$ cat src/rtl/alu_cmd_sequencer.sv
// alu_cmd_sequencer: registers valid/ready ALU commands onto a combinational ALU and returns parity-checked responses with saturating counters
module alu_cmd_sequencer #(
  parameter int BITS    = 4,
  parameter int TAG_W   = 2,
  parameter int COUNT_W = 16
) (
  input  logic               clk,
  input  logic               rst_n,
  input  logic               cmd_valid,
  output logic               cmd_ready,
  input  logic [BITS-1:0]    cmd_a,
  input  logic [BITS-1:0]    cmd_b,
  input  logic [2:0]         cmd_opcode,
  input  logic               cmd_cin,
  input  logic               cmd_red_a,
  input  logic               cmd_red_b,
  input  logic               cmd_byp_a,
  input  logic               cmd_byp_b,
  input  logic [TAG_W-1:0]   cmd_tag,
  output logic [BITS-1:0]    alu_a,
  output logic [BITS-1:0]    alu_b,
  output logic [2:0]         alu_opcode,
  output logic               alu_cin,
  output logic               alu_red_a,
  output logic               alu_red_b,
  output logic               alu_byp_a,
  output logic               alu_byp_b,
  input  logic [BITS:0]      alu_out,
  input  logic               alu_odd_parity,
  input  logic               alu_invalid,
  output logic               rsp_valid,
  input  logic               rsp_ready,
  output logic [BITS:0]      rsp_result,
  output logic               rsp_invalid,
  output logic               rsp_parity_err,
  output logic [TAG_W-1:0]   rsp_tag,
  input  logic               cnt_clr,
  output logic [COUNT_W-1:0] op_count,
  output logic [COUNT_W-1:0] err_count
);
  typedef enum logic [1:0] {IDLE, DRIVE, RESP} state_t;
  state_t state;
  logic [TAG_W-1:0] tag_q;
  logic rsp_hs;
  assign cmd_ready = rst_n && state == IDLE;
  assign rsp_hs = state == RESP && rsp_ready;
  always_ff @(posedge clk) begin
    if (!rst_n) begin
      state          <= IDLE;
      alu_a          <= '0;
      alu_b          <= '0;
      alu_opcode     <= '0;
      alu_cin        <= 1'b0;
      alu_red_a      <= 1'b0;
      alu_red_b      <= 1'b0;
      alu_byp_a      <= 1'b0;
      alu_byp_b      <= 1'b0;
      tag_q          <= '0;
      rsp_valid      <= 1'b0;
      rsp_result     <= '0;
      rsp_invalid    <= 1'b0;
      rsp_parity_err <= 1'b0;
      rsp_tag        <= '0;
      op_count       <= '0;
      err_count      <= '0;
    end else begin
      case (state)
        IDLE: if (cmd_valid) begin
          alu_a      <= cmd_a;
          alu_b      <= cmd_b;
          alu_opcode <= cmd_opcode;
          alu_cin    <= cmd_cin;
          alu_red_a  <= cmd_red_a;
          alu_red_b  <= cmd_red_b;
          alu_byp_a  <= cmd_byp_a;
          alu_byp_b  <= cmd_byp_b;
          tag_q      <= cmd_tag;
          state      <= DRIVE;
        end
        DRIVE: begin
          rsp_result     <= alu_out;
          rsp_invalid    <= alu_invalid;
          rsp_parity_err <= alu_odd_parity ^ ~^alu_out;
          rsp_tag        <= tag_q;
          rsp_valid      <= 1'b1;
          state          <= RESP;
        end
        RESP: if (rsp_ready) begin
          rsp_valid <= 1'b0;
          state     <= IDLE;
        end
        default: state <= IDLE;
      endcase
      op_count  <= cnt_clr ? '0 : rsp_hs && !(&op_count) ? op_count + COUNT_W'(1) : op_count;
      err_count <= cnt_clr ? '0 : rsp_hs && (rsp_invalid || rsp_parity_err) && !(&err_count) ? err_count + COUNT_W'(1) : err_count;
    end
  end
endmodule
$ cat config.mk
export PLATFORM = sky130hd
export DESIGN_NAME = alu_cmd_sequencer
export DESIGN_NICKNAME = d
export VERILOG_FILES = /design/src/rtl/alu_cmd_sequencer.sv
export SDC_FILE = /design/constraint.sdc
export NUM_CORES = 1
export LEC_CHECK = 0
export ABC_AREA = 1
export BUFFER_PORTS_ARGS = -buffer_cell sky130_fd_sc_hd__buf_2
export CAP_MARGIN = 20
export CORE_UTILIZATION = 50
export CTS_CLUSTER_DIAMETER = 50
export DETAILED_ROUTE_END_ITERATION = 10
export HOLD_SLACK_MARGIN = 0.1
export PLACE_DENSITY_LB_ADDON = 0.25
export SYNTH_ARGS = -nofsm -noshare
export SYNTH_HDL_FRONTEND = slang
export SYNTH_SLANG_ARGS = --single-unit
$ cat constraint.sdc
create_clock -name clk -period 1.7 [get_ports clk]
set_input_delay 0.085 -clock clk [delete_from_list [all_inputs] [get_ports clk]]
set_output_delay 0.085 -clock clk [all_outputs]
set_load 0.03 [all_outputs]
==> results of run 1 <==
## synthesized netlist by cell type
| cell | n | area, µm² |
|---|---|---|
| sky130_fd_sc_hd__a21oi_1 | 17 | 85.1 |
| sky130_fd_sc_hd__a21oi_2 | 6 | 52.6 |
| sky130_fd_sc_hd__buf_12 | 1 | 20.0 |
| sky130_fd_sc_hd__buf_2 | 5 | 25.0 |
| sky130_fd_sc_hd__buf_4 | 1 | 7.51 |
| sky130_fd_sc_hd__buf_6 | 2 | 22.5 |
| sky130_fd_sc_hd__clkbuf_1 | 5 | 18.8 |
| sky130_fd_sc_hd__clkinv_1 | 2 | 7.51 |
| sky130_fd_sc_hd__dfxtp_1 | 62 | 1240 |
| sky130_fd_sc_hd__ha_1 | 2 | 25.0 |
| sky130_fd_sc_hd__inv_1 | 36 | 135 |
| sky130_fd_sc_hd__inv_2 | 3 | 11.3 |
| sky130_fd_sc_hd__inv_4 | 1 | 6.26 |
| sky130_fd_sc_hd__nand2_1 | 101 | 379 |
| sky130_fd_sc_hd__nand2_2 | 8 | 50.1 |
| sky130_fd_sc_hd__nand2_4 | 2 | 22.5 |
| sky130_fd_sc_hd__nand3_1 | 24 | 120 |
| sky130_fd_sc_hd__nand3_2 | 2 | 20.0 |
| sky130_fd_sc_hd__nand3_4 | 1 | 17.5 |
| sky130_fd_sc_hd__nand3b_1 | 1 | 7.51 |
| sky130_fd_sc_hd__nand4_1 | 6 | 37.5 |
| sky130_fd_sc_hd__nor2_1 | 99 | 372 |
| sky130_fd_sc_hd__nor2_2 | 4 | 25.0 |
| sky130_fd_sc_hd__nor2_4 | 3 | 33.8 |
| sky130_fd_sc_hd__nor2_8 | 3 | 60.1 |
| sky130_fd_sc_hd__nor3_1 | 7 | 35.0 |
| sky130_fd_sc_hd__nor3b_1 | 1 | 7.51 |
| sky130_fd_sc_hd__o21ai_0 | 34 | 170 |
| sky130_fd_sc_hd__o21ai_2 | 1 | 8.76 |
| sky130_fd_sc_hd__o21ai_4 | 1 | 16.3 |
| sky130_fd_sc_hd__xnor2_1 | 7 | 61.3 |
| sky130_fd_sc_hd__xor2_1 | 7 | 61.3 |
## logic make-up (layout without fill, tap and decap cells)
kind of cell	count (synthesis)	after routing	share of synthesized area, %
simple gates	262	262	37.5
buf+inv	56	189	8.03
flops	62	62	39.2
xor+xnor	14	14	3.88
compound gates	59	59	10.5
fa+ha+maj	2	2	0.791
## state kept, by name, indices dropped and copies added, names as in the netlist, 2 cells and up
register / cells
err_count: 16
op_count: 16
rsp_result: 5
alu_a: 4
alu_b: 4
alu_opcode: 3
rsp_tag: 2
state: 2
tag_q: 2
## layout make-up
class	count	area, µm²
clock inverters	6	87.6
well taps	75	93.8
fillers	531	1800
repair buffers	132	848
flip-flops and latches	62	1240
inverters	42	160
multi-input cells	337	1670
clock buffers	9	124
## metal layers
metal	vias up	wire length, µm	track usage (%)
met5	-	0	0
met4	0	140	11.1
met3	12	529	6.00
met2	99	3750	40.7
met1	1500	3510	29.1
li1	1691	-	-
## what timing repair did
| item | in CTS | in global routing |
|---|---|---|
| endpoints found under the setup margin | 0 | 3 |
| resized for setup | 0 | 1 |
| hold buffers | 26 | 0 |
| buffers inserted | 0 | 5 |
| endpoints found under the hold margin | 27 | 0 |
## power breakdown
part / internal (mW) / switching (mW)
registers: 1.51 / 0.0312
logic: 0.170 / 0.292
clock network: 0.814 / 0.595
## cell usage in the layout, fill, tap and decap left out, types with 9 or more instances in the layout
master	synthesis	routed
sky130_fd_sc_hd__inv_1	36	36
sky130_fd_sc_hd__nand3_1	24	24
sky130_fd_sc_hd__dlygate4sd3_1	0	26
sky130_fd_sc_hd__buf_2	5	88
sky130_fd_sc_hd__buf_4	1	17
sky130_fd_sc_hd__nand2_1	101	101
sky130_fd_sc_hd__a21oi_1	17	17
sky130_fd_sc_hd__nor2_1	99	99
sky130_fd_sc_hd__clkbuf_8	0	9
sky130_fd_sc_hd__o21ai_0	34	34
sky130_fd_sc_hd__dfxtp_1	62	60
## worst max-delay path: stages (launching register included)
cell and delay, ns:
sky130_fd_sc_hd__dfxtp_2 0.35, sky130_fd_sc_hd__ha_1 0.18, sky130_fd_sc_hd__nand2_1 0.11, sky130_fd_sc_hd__nor2_4 0.17, sky130_fd_sc_hd__nand2_4 0.11, sky130_fd_sc_hd__o21ai_4 0.29, sky130_fd_sc_hd__o21ai_0 0.14, sky130_fd_sc_hd__inv_1 0.07
sky130_fd_sc_hd__nor2_1 0.03
## path summary, 6_finish.rpt
kind / start / end / cells past startpoint
setup / recovery: err_count[1]$_SDFFE_PP0P_ / err_count[5]$_SDFFE_PP0P_ / 8
hold reg to reg: rsp_valid$_SDFFE_PN0P_ / rsp_valid$_SDFFE_PN0P_ / 2
setup reg to reg: err_count[1]$_SDFFE_PP0P_ / err_count[5]$_SDFFE_PP0P_ / 8
hold / removal: rsp_ready / rsp_valid$_SDFFE_PN0P_ / 4
## metrics by stage
step	cells	instance area (µm²)	total power [mW]	setup WS (ns)	hold slack, ns
3_3_place_gp	617	3700	1.98	0.197	0.316
6_report	663	4230	3.41	0.146	0.154
2_1_floorplan	455	3170	1.86	0.0129	0.220
5_1_grt	663	4230	3.54	0.00248	0.195
3_5_place_dp	617	3700	1.99	0.150	0.332
4_1_cts	658	4180	3.43	0.0640	0.154
==> results.sh, run 1 <==
export IMPL_cts_buffer_depth=2
export IMPL_power_density_cell_area_nw_per_um2=808
export IMPL_num_rows=28
export IMPL_synthesized_nets=487
export IMPL_mappedNetlistArea_um2=3160
export IMPL_yosysSeqAreaShare_pct=39.2
export IMPL_finalWorstPathRequiredPeriod_ns=1.55
export IMPL_global_route_wire_length_before_repair_um=12400
export IMPL_reg2reg_setup_slack_ns=0.15
export IMPL_floorplan_initialDensity_pct=52.5
export IMPL_routed_via_count=3302
export IMPL_clock_sinks=62
export IMPL_fp_dieH_um=81.5
export IMPL_groute_usage_overall_pct=24.3
export IMPL_dieWidth_um=81.5
export IMPL_cts_tree="yes"
export IMPL_clock_slew_seen_by_the_registers_of_the_worst_setup_and_hold_paths_ns=0.07
export IMPL_report_final_setup_viol=0
export IMPL_setup_tns_final_ns=0
export IMPL_globalplace_congestion=0.857
export IMPL_clk_latency_ns=0.34
export IMPL_cp_data_required_time_ns=1.94
export IMPL_postRouteWirelength_um=7930
export IMPL_fraction_of_final_layout_cells_with_drive_strength_greater_than_1_pct=27.0
export IMPL_worst_path_max_fanout=10
export IMPL_timing_critical_path_from_type="flip-flop"
export IMPL_report_final_slew_viol_count=0
export IMPL_first_iter_violations=189
export IMPL_antenna_violations_before_repair=0
export IMPL_crit_arrival_ns=1.80
export IMPL_hpwlAfterDp_um=5220
export IMPL_grt_overflow=0
export IMPL_portBuffers=88
export IMPL_max_freq_mhz=643
export IMPL_synthToLayoutAreaGrowth_pct=33.6
export IMPL_drt_vias_per_instance=4.98
export IMPL_synth_cells=455
export IMPL_ys_ff_latch=62
export IMPL_antennaDiodeCount=0
export IMPL_die_area_um2=6650
export IMPL_cts_htree_levels=3
export IMPL_core_area_um2=6030
export IMPL_yosys_warnings=0
export IMPL_period_utilization_post_route_pct=91.4
export IMPL_vdd_ir_drop_max_v=0.000634
export IMPL_report_final_hold_viol_count=0
export IMPL_slew_headroom_pct=73.9
export IMPL_grt_setup_unrepaired="no"
export IMPL_grt_max_degree=28
export IMPL_route_detailed_drc=0
export IMPL_end_kind="flip-flop"
export IMPL_synth_area_per_cell_um2=6.95
export IMPL_final_antenna_net_count=0
export IMPL_type_of_the_worst_min_delay_path="in -> reg"
export IMPL_first_global_vias=2913
export IMPL_io_pins=89
export IMPL_finish_net_count=616
export IMPL_critical_path_class="reg -> reg"
export IMPL_tritoncts_num_buffers=9
export IMPL_synth_lib_cells_used_distinct=32
export IMPL_status="finished, final reports clean"
export IMPL_timing_clock_skew_ns=0.00802
export IMPL_maxCapViolCount=0
export IMPL_cts_root_buffer="sky130_fd_sc_hd__clkbuf_8"
export IMPL_power_leakage_nw=1.92
export IMPL_avgRoutedWirePerCell_um=12.0
export IMPL_detail_route_first_pass_iterations=4
export IMPL_worstMarginPinSlew_ns=0.390
export IMPL_fin_util_pct=70.1
Note: power is estimated with default switching activity, not from simulation.
==> run 2, diff against run 1 <==
CORE_UTILIZATION = 52   (was 50)
==> run 2 against run 1 <==
Against the previous run: maximum frequency decreased by 0.86%; highest routed layer unchanged; clock skew increased by 0.0018 ns; non-clock buffer count increased by 3; first-iteration DRC count increased by 8.5%; power increased by 2.3%; largest power group unchanged; clock power increased by 4%; critical endpoint unchanged; critical path depth unchanged; wire length increased by 10%; clock-buffer cell count increased by 1; cell count increased by 0.60%.
==> results.sh, run 2 (synthesized netlist as in run 1, its figures left out) <==
export IMPL_status="finished, final reports clean"
export IMPL_antennaDiodeCount=0
export IMPL_vdd_ir_drop_max_v=0.000595
export IMPL_slew_headroom_pct=73.6
export IMPL_hpwlAfterDp_um=5150
export IMPL_postRouteWirelength_um=8720
export IMPL_clock_slew_seen_by_the_registers_of_the_worst_setup_and_hold_paths_ns=0.08
export IMPL_drt_vias_per_instance=5.14
export IMPL_finalWorstPathRequiredPeriod_ns=1.57
export IMPL_clock_sinks=62
export IMPL_period_utilization_post_route_pct=92.2
export IMPL_max_freq_mhz=638
export IMPL_setup_tns_final_ns=0
export IMPL_fp_dieH_um=80.0
export IMPL_power_density_cell_area_nw_per_um2=822
export IMPL_core_area_um2=5890
export IMPL_cts_tree="yes"
export IMPL_final_antenna_net_count=0
export IMPL_antenna_violations_before_repair=0
export IMPL_global_route_wire_length_before_repair_um=13800
export IMPL_finish_net_count=619
export IMPL_tritoncts_num_buffers=9
export IMPL_timing_critical_path_from_type="flip-flop"
export IMPL_type_of_the_worst_min_delay_path="in -> reg"
export IMPL_route_detailed_drc=0
export IMPL_maxCapViolCount=0
export IMPL_routed_via_count=3426
export IMPL_crit_arrival_ns=1.81
export IMPL_globalplace_congestion=0.876
export IMPL_worst_path_max_fanout=10
export IMPL_timing_hold_ws_ns=0.202
export IMPL_cts_buffer_depth=2
export IMPL_dieWidth_um=80.0
export IMPL_first_global_vias=3101
export IMPL_groute_usage_overall_pct=27.8
export IMPL_critPathMaxStageDelay_ns=0.35
export IMPL_first_iter_violations=205
export IMPL_die_area_um2=6400
export IMPL_cp_data_required_time_ns=1.94
export IMPL_num_rows=28
export IMPL_synthToLayoutAreaGrowth_pct=34.4
export IMPL_final_common_cell="sky130_fd_sc_hd__nand2_1"
export IMPL_biggestRegsByFlops="err_count x16, op_count x16, rsp_result x5"
export IMPL_report_final_setup_viol=0
export IMPL_grt_max_degree=28
export IMPL_power_leakage_nw=1.94
export IMPL_clk_latency_ns=0.34
export IMPL_final_cell_mix="sky130_fd_sc_hd__nand2_1, sky130_fd_sc_hd__nor2_1, sky130_fd_sc_hd__buf_2"
export IMPL_detail_route_first_pass_iterations=5
export IMPL_cts_root_buffer="sky130_fd_sc_hd__clkbuf_8"
export IMPL_io_pins=89
export IMPL_fraction_of_final_layout_cells_with_drive_strength_greater_than_1_pct=27.5
export IMPL_critical_path_class="reg -> reg"
export IMPL_timing_clock_skew_ns=0.00980
export IMPL_end_kind="flip-flop"
export IMPL_avgRoutedWirePerCell_um=13.1
export IMPL_floorplan_initialDensity_pct=53.7
export IMPL_portBuffers=88
export IMPL_cts_htree_levels=3
export IMPL_report_final_slew_viol_count=0
export IMPL_grt_overflow=0
export IMPL_worstMarginPinSlew_ns=0.395
export IMPL_report_final_hold_viol_count=0
export IMPL_critical_path_slowest_cell="sky130_fd_sc_hd__dfxtp_2"
export IMPL_worstPathCellList="ha_1 > nand2_1 > nor2_4 > nand2_4 > o21ai_4 > o21ai_0 > inv_1 > nor2_1"
-- run 2: critical path, delay by kind of cell (launching register included) --
family / cells / cell delay (ns)
and+or+nand+nor: 4 / 0.40
AOI/OAI and AO/OA: 2 / 0.46
DFF: 1 / 0.35
adders and majority gates: 1 / 0.18
buffers and inverters: 1 / 0.08
-- run 2: worst paths after layout --
check	start	end	slack, ns	cells after the start
max	err_count[0]$_SDFFE_PP0P_	err_count[5]$_SDFFE_PP0P_	0.13	8
min	cnt_clr	err_count[6]$_SDFFE_PP0P_	0.20	5
max reg2reg	err_count[0]$_SDFFE_PP0P_	err_count[5]$_SDFFE_PP0P_	0.13	8
min reg2reg	rsp_valid$_SDFFE_PN0P_	rsp_valid$_SDFFE_PN0P_	0.47	2
-- run 2: layer usage --
metal	vias up	global-route usage (%)	wire length (µm)	share of wire [%]
li1	1701	-	-	-
met1	1549	33.8	3760	43
met3	15	7.77	671	7.7
met4	0	13.2	154	1.8
met5	-	0	0	0
met2	161	45.0	4130	47
-- run 2: power by group --
| part | internal [mW] | switching [mW] | leakage (nW) |
|---|---|---|---|
| combinational | 0.170 | 0.314 | 1.32 |
| sequential | 1.51 | 0.0341 | 0.507 |
| clock | 0.860 | 0.603 | 0.108 |
-- run 2: cell type report --
cell class              instances  area [µm²]
repair buffers                135         858
inverters                      42         160
clock inverters                 6        85.1
multi-input cells             337        1670
clock buffers                  10         138
fillers                       449        1630
well taps                      75        93.8
flip-flops and latches         62        1240
-- run 2: metrics by stage --
step,power (mW),area [µm²],util [%],instances,setup WS (ns)
finish,3.49,4250,72.2,667,0.132
global route,3.62,4250,72.2,667,-0.0235
CTS,3.48,4190,71.3,660,0.161
detailed placement,1.98,3710,63.1,618,0.172
global placement,1.97,3710,63.1,618,0.210
floorplan,1.86,3170,-,455,0.0129
-- run 2: what timing repair did --
item / 4_1_cts / 5_1_grt
hold buffers: 26 / 0
buffers inserted: 0 / 7
setup endpoints to repair: 0 / 3
resized for setup: 0 / 2
endpoints found under the hold margin: 27 / 0
